$ cat src/rtl/pipeline_pkg.sv
// Shared types and constants for the 5-stage core's pipeline control.
// Forward-select codes, memory-wait FSM states and the register-index width.
package pipeline_pkg;

  localparam int unsigned REG_W = 5;

  localparam logic [1:0] FWD_RF  = 2'b00;
  localparam logic [1:0] FWD_WB  = 2'b01;
  localparam logic [1:0] FWD_MEM = 2'b10;

  typedef enum logic [1:0] {
    RUN      = 2'b00,
    MEM_WAIT = 2'b01,
    ERR      = 2'b10
  } mem_state_e;

  // Saturating increment for the 32-bit event counters.
  function automatic logic [31:0] satInc(input logic [31:0] value);
    return (value == '1) ? value : value + 32'd1;
  endfunction

endpackage

$ cat src/rtl/forward_sel.sv
// Operand-forwarding comparator for one EX source operand.
// The MEM-stage producer wins over WB; register x0 is never forwarded.
module forward_sel
  import pipeline_pkg::*;
(
  input  logic [REG_W-1:0] rsE,
  input  logic [REG_W-1:0] rdM,
  input  logic             regWriteM,
  input  logic [REG_W-1:0] rdW,
  input  logic             regWriteW,
  output logic [1:0]       forwardSel
);

  always_comb begin
    // NOTE: every always_comb output gets a default first so no path leaves it unassigned (no latch).
    forwardSel = FWD_RF;
    if (regWriteM && (rdM != '0) && (rdM == rsE)) begin
      forwardSel = FWD_MEM;
    end else if (regWriteW && (rdW != '0) && (rdW == rsE)) begin
      forwardSel = FWD_WB;
    end
  end

endmodule

$ cat src/rtl/hazard_controller.sv
// Pipeline sequencer: EX forwarding, load-use/branch stall+flush, and memory-wait freeze with timeout.
// Optional build macro HAZARD_PERF_CNT_EN adds PerfStall/PerfFlush/PerfWait saturating counters.
module hazard_controller
  import pipeline_pkg::*;
#(
  parameter int MEM_TIMEOUT = 16,
  parameter int TO_W        = 8
) (
  input  logic             clk,
  input  logic             rst,
  input  logic [REG_W-1:0] RS1_D,
  input  logic [REG_W-1:0] RS2_D,
  input  logic [REG_W-1:0] RS1_E,
  input  logic [REG_W-1:0] RS2_E,
  input  logic [REG_W-1:0] RD_E,
  input  logic             ResultSrcE,
  input  logic             PCSrcE,
  input  logic [REG_W-1:0] RD_M,
  input  logic             RegWriteM,
  input  logic [REG_W-1:0] RD_W,
  input  logic             RegWriteW,
  input  logic             MemReqM,
  input  logic             MemReadyM,
  output logic [1:0]       ForwardAE,
  output logic [1:0]       ForwardBE,
  output logic             StallF,
  output logic             StallD,
  output logic             FlushD,
  output logic             FlushE,
  output logic             Freeze,
  output logic             MemErr
`ifdef HAZARD_PERF_CNT_EN
  ,
  output logic [31:0]      PerfStall,
  output logic [31:0]      PerfFlush,
  output logic [31:0]      PerfWait
`endif
);

  localparam logic [TO_W-1:0] TIMEOUT_V = TO_W'(MEM_TIMEOUT);

  mem_state_e      state, stateNext;
  logic [TO_W-1:0] waitCnt, waitCntNext;
  logic            memErrQ;
  logic            freezeRaw;
  logic            loadUse;
  logic [1:0]      fwdA, fwdB;

  // ---------------- Forwarding ----------------
  forward_sel uFwdA (
    .rsE       (RS1_E),
    .rdM       (RD_M),
    .regWriteM (RegWriteM),
    .rdW       (RD_W),
    .regWriteW (RegWriteW),
    .forwardSel(fwdA)
  );

  forward_sel uFwdB (
    .rsE       (RS2_E),
    .rdM       (RD_M),
    .regWriteM (RegWriteM),
    .rdW       (RD_W),
    .regWriteW (RegWriteW),
    .forwardSel(fwdB)
  );

  // Every output reads as zero while reset is held, regardless of the stage inputs.
  assign ForwardAE = rst ? fwdA : FWD_RF;
  assign ForwardBE = rst ? fwdB : FWD_RF;

  // ---------------- Memory-wait FSM ----------------
  always_ff @(posedge clk or negedge rst) begin
    // NOTE: sequential state uses non-blocking assignments and an asynchronous active-low reset.
    if (!rst) begin
      state   <= RUN;
      waitCnt <= '0;
      memErrQ <= 1'b0;
    end else begin
      state   <= stateNext;
      waitCnt <= waitCntNext;
      memErrQ <= memErrQ | (stateNext == ERR);
    end
  end

  always_comb begin
    stateNext   = state;
    waitCntNext = waitCnt;
    freezeRaw   = 1'b0;
    unique case (state)
      RUN: begin
        // A request completing in the same cycle is a zero-wait access.
        if (MemReqM && !MemReadyM) begin
          stateNext   = MEM_WAIT;
          waitCntNext = TO_W'(1);
          freezeRaw   = 1'b1;
        end
      end
      MEM_WAIT: begin
        freezeRaw = !MemReadyM;
        if (MemReadyM) begin
          stateNext   = RUN;
          waitCntNext = '0;
        end else if (waitCnt == TIMEOUT_V) begin
          stateNext = ERR;
        end else begin
          waitCntNext = waitCnt + 1'b1;
        end
      end
      ERR: begin
        freezeRaw = 1'b1;
      end
      default: begin
        stateNext   = RUN;
        waitCntNext = '0;
      end
    endcase
  end

  assign Freeze = rst & freezeRaw;
  assign MemErr = memErrQ;

  // ---------------- Stall / flush ----------------
  assign loadUse = ResultSrcE && (RD_E != '0) && ((RD_E == RS1_D) || (RD_E == RS2_D));

  // Freeze masks hazards; a taken branch kills the dependent instruction, so it beats load-use.
  always_comb begin
    StallF = 1'b0;
    StallD = 1'b0;
    FlushD = 1'b0;
    FlushE = 1'b0;
    if (rst) begin
      if (freezeRaw) begin
        StallF = 1'b1;
        StallD = 1'b1;
      end else if (PCSrcE) begin
        FlushD = 1'b1;
        FlushE = 1'b1;
      end else if (loadUse) begin
        StallF = 1'b1;
        StallD = 1'b1;
        FlushE = 1'b1;
      end
    end
  end

`ifdef HAZARD_PERF_CNT_EN
  // ---------------- Performance counters ----------------
  always_ff @(posedge clk or negedge rst) begin
    if (!rst) begin
      PerfStall <= '0;
      PerfFlush <= '0;
      PerfWait  <= '0;
    end else begin
      if (loadUse && !freezeRaw && !PCSrcE) PerfStall <= satInc(PerfStall);
      if (PCSrcE && !freezeRaw)             PerfFlush <= satInc(PerfFlush);
      if (freezeRaw)                        PerfWait  <= satInc(PerfWait);
    end
  end
`endif

endmodule
$ cat config.mk
export PLATFORM = sky130hd
export DESIGN_NAME = hazard_controller
export DESIGN_NICKNAME = d
export VERILOG_FILES = /design/src/rtl/pipeline_pkg.sv /design/src/rtl/forward_sel.sv /design/src/rtl/hazard_controller.sv
export SDC_FILE = /design/constraint.sdc
export NUM_CORES = 1
export LEC_CHECK = 0
export BUFFER_PORTS_ARGS = -buffer_cell sky130_fd_sc_hd__buf_4
export CAP_MARGIN = 30
export CELL_PAD_IN_SITES_DETAIL_PLACEMENT = 2
export CELL_PAD_IN_SITES_GLOBAL_PLACEMENT = 2
export CORE_MARGIN = 2
export CORE_UTILIZATION = 25
export DETAILED_ROUTE_END_ITERATION = 8
export PLACE_DENSITY = 0.89
export SYNTH_ARGS = -nofsm -noshare
export SYNTH_HDL_FRONTEND = slang
export SYNTH_HIERARCHICAL = 1
export SYNTH_SLANG_ARGS = --single-unit
$ cat constraint.sdc
create_clock -name clk -period 2.24 [get_ports clk]
set_input_delay 0.448 -clock clk [delete_from_list [all_inputs] [get_ports clk]]
set_output_delay 0.448 -clock clk [all_outputs]
set_load 0.1 [all_outputs]
==> results.yml <==
worst_setup_path:
  timing.critical_path.slowest_stage_cell: "buf_4"
  worst-endpoint-arrival_ps: 1730
  timing.critical_path.from_type: "input port"
  critPathMaxStageDelay_ps: 350
  timing.critical_path.to_type: "output pin"
  critical_path.n_buffers_inverters: 2
  timing.critical_path.depth: 6
  cpMostUsedCell: "buf_4"
  critPathKind: "input port to output pin"
  crit_family: "buffers and inverters"
  ff2ff_path_depth: 5
  biggest_fanout_along_the_worst_timing_path: 3
  worstPathCellList: "buf_4, xor2_1, nor3_1, a22oi_1, o41ai_4, buf_4"
  critical_path_required_time_ps: 1790
yosys:
  ys_seq_elements: 11
  synth-edff-count: 0
  synthMostInstantiatedCell: "xor2_1"
  yosys_synthesis_warning_count: 6
  synth_area_per_cell_um2: 8.52
  synth.top_cells.by_count: "xor2_1 (17), nand2_1 (12), dfrtp_1 (11), nor2_1 (11), xnor2_1 (11)"
  postSynthNetCount: 179
  number_of_instances_in_the_synthesized_netlist: 134
  ys_seq_area_share_pct: 24.1
  ys_types: 39
  simple_logic_cell_fraction_of_the_synthesized_area_pct: 27.7
  synth_compound_gate_area_share_pct: 20.2
  synth.largest_area_cell: "dfrtp_1"
  synth_mux_area_share_pct: 0
  synth.top_cell.area_share_pct: 24.1
  postSynth.asyncResetShare_pct: 100
  leading_cell_types_by_total_area_after_synthesis: "dfrtp_1 (24%), xor2_1 (13%), xnor2_1 (8.4%), nand2_1 (3.9%), nor2_1 (3.6%)"
  yosys_most_used_dff: "dfrtp_1"
  adder_cell_fraction_of_synth_area_pct: 2.19
  main_combinational_cell_family_by_area_after_synthesis: "simple AND/OR/NAND/NOR gates"
  synth_area_mm2: 0.00114
  synth_xor_area_share_pct: 21.5
finish:
  antenna_cells_inserted: 0
  final_layout_size_suffix_gt1_share_pct: 39.7
  design.final.nets: 235
  synthToLayoutAreaGrowth_pct: 47.3
  final_util_pct: 38.3
clocking:
  cts_inserted_buffers: 3
  cts.sink_count: 11
  clock_tree.htree_level_count: 1
  cts_tree: "built"
  path_clk_slew_ps: 50
  holdBufCountCts: 0
  cts_root_buffer: "clkbuf_8"
  insertion_delay_ps: 240
  max-clock-path-buffers: 2
timing:
  clock_skew_ps: 1.62
  finalWorstSetupSlack_ps: 65.8
  setup_repair_after_global_routing_missed_its_margin: "yes"
  drv_slew: 0
  worst_slew_pin_slew_ps: 467
  setup_viol_count_final: 0
  max_slew_margin_pct: 68.8
  finalHoldViolCount: 0
  timing.final.crit_period_ps: 2170
  tns_ps: 0
  fmax_mhz: 460
  post-route-period-util_pct: 97.1
routing:
  drc: 0
  post_drt_wl_per_cell_um: 15.2
  totalWireLength_um: 3650
  route.vias.total: 1201
  drt-initial-drc-count: 23
  detailedRoute.firstPassIterationCount: 4
  viasPerCell: 4.98
  drtAntennaViolNets: 0
place:
  dp_slack_ps: 29.2
  gp_congestion: 0.702
  buffer_ports.inserted: 52
  post-dp-hpwl_um: 3060
die:
  chipHeight_um: 71.6
  die_x_um: 71.6
  io_pins: 53
  placement_rows: 24
  core_area_mm2: 0.00438
  dieArea_mm2: 0.00512
  initial_util_pct: 26.0
run_status:
  outcome: "complete, no violations"
global_route:
  pin_count_of_the_biggest_net_entering_global_routing: 11
  antenna_found_initial: 0
  grt_first_pass_wirelength_um: 6290
  grt_overall_usage_pct: 15.3
  grt_remaining_overflow: 0
  first_global_vias: 1328
worst_hold_path:
  holdCritPathClass: "input port to asynchronous set/reset pin"
flow_run:
  cap_violations: 0
power:
  p_leak_uw: 0.000730
  fraction_of_power_consumed_by_sequential_logic_pct: 31.4
  clock_power_share_pct: 29.3
  swShare_pct: 34.4
  comb_power_share_pct: 39.3
  power-per-cell-area_mw_per_mm2: 406
  total_power_uw: 683
  p_sw_uw: 235
  power.ir.vdd_worst_v: 0.000399
  internal_power_uw: 448
-- per-layer routing --
layer / part of all wire (%) / vias to the layer above / wire length, µm / GRT usage (%)
met5: 0 / - / 0 / 0
met4: 0.44 / 0 / 16 / 1.89
met3: 4.6 / 2 / 168 / 3.38
met2: 54 / 31 / 1960 / 28.5
met1: 41 / 573 / 1510 / 18.4
li1: - / 595 / - / -
-- path summary, 6_finish.rpt --
| check | from | slack [ps] | to |
|---|---|---|---|
| max | RD_E[2] | 70 | StallD |
| min | rst | 30 | waitCnt[2] |
| max reg2reg | state[0] | 410 | waitCnt[0] |
| min reg2reg | MemErr | 480 | MemErr |
| max in group asynchronous | rst | 1910 | waitCnt[5] |
| min in group clk | MemReadyM | 430 | state[0] |
-- logic make-up after synthesis --
family	count (synthesis)
xor+xnor	28
simple gates	58
buf+inv	7
compound gates	28
flops	11
fa+ha+maj	2
-- cell type report --
| cell class | count | area (µm²) |
|---|---|---|
| fillers | 514 | 2700 |
| multi-input cells | 116 | 862 |
| repair buffers | 55 | 420 |
| flip-flops and latches | 11 | 277 |
| well taps | 52 | 65.1 |
| clock buffers | 4 | 45.0 |
| inverters | 3 | 11.3 |
-- timing repair --
item	in CTS	in global routing
setup endpoints to repair	4	3
buffers inserted	0	0
resized for setup	2	3
-- cells in the final DEF, fill, tap and decap left out, types with 3 or more instances in the layout --
master    instances
a21oi_1           3
buf_4            54
clkbuf_8          3
dfrtp_1          10
inv_1             3
nand2_1          12
nand3_1           8
nor2_1           10
nor3_1            6
o21ai_0           7
o31ai_1           3
xnor2_1          11
xor2_1           17
-- power by group through the flow --
stage / sequential, µW / combinational (µW) / clock [µW]
2_1_floorplan: 215 / 153 / 0
3_3_place_gp: 217 / 259 / 0
3_5_place_dp: 218 / 267 / 0
4_1_cts: 214 / 272 / 207
5_1_grt: 215 / 296 / 219
6_report: 214 / 269 / 200
-- state kept, by name, indices dropped and copies added (netlist names) --
register	count
waitCnt	8
state	2
MemErr	1
-- per-stage QoR --
stage	cells	hold WS, ps	area [µm²]
after global placement	237	284	1610
after CTS	241	31.4	1670
after detailed placement	237	286	1610
after global routing	241	24.0	1680
after floorplan	134	152	1180
final	241	28.3	1680
(Power assumes the default switching activity.)
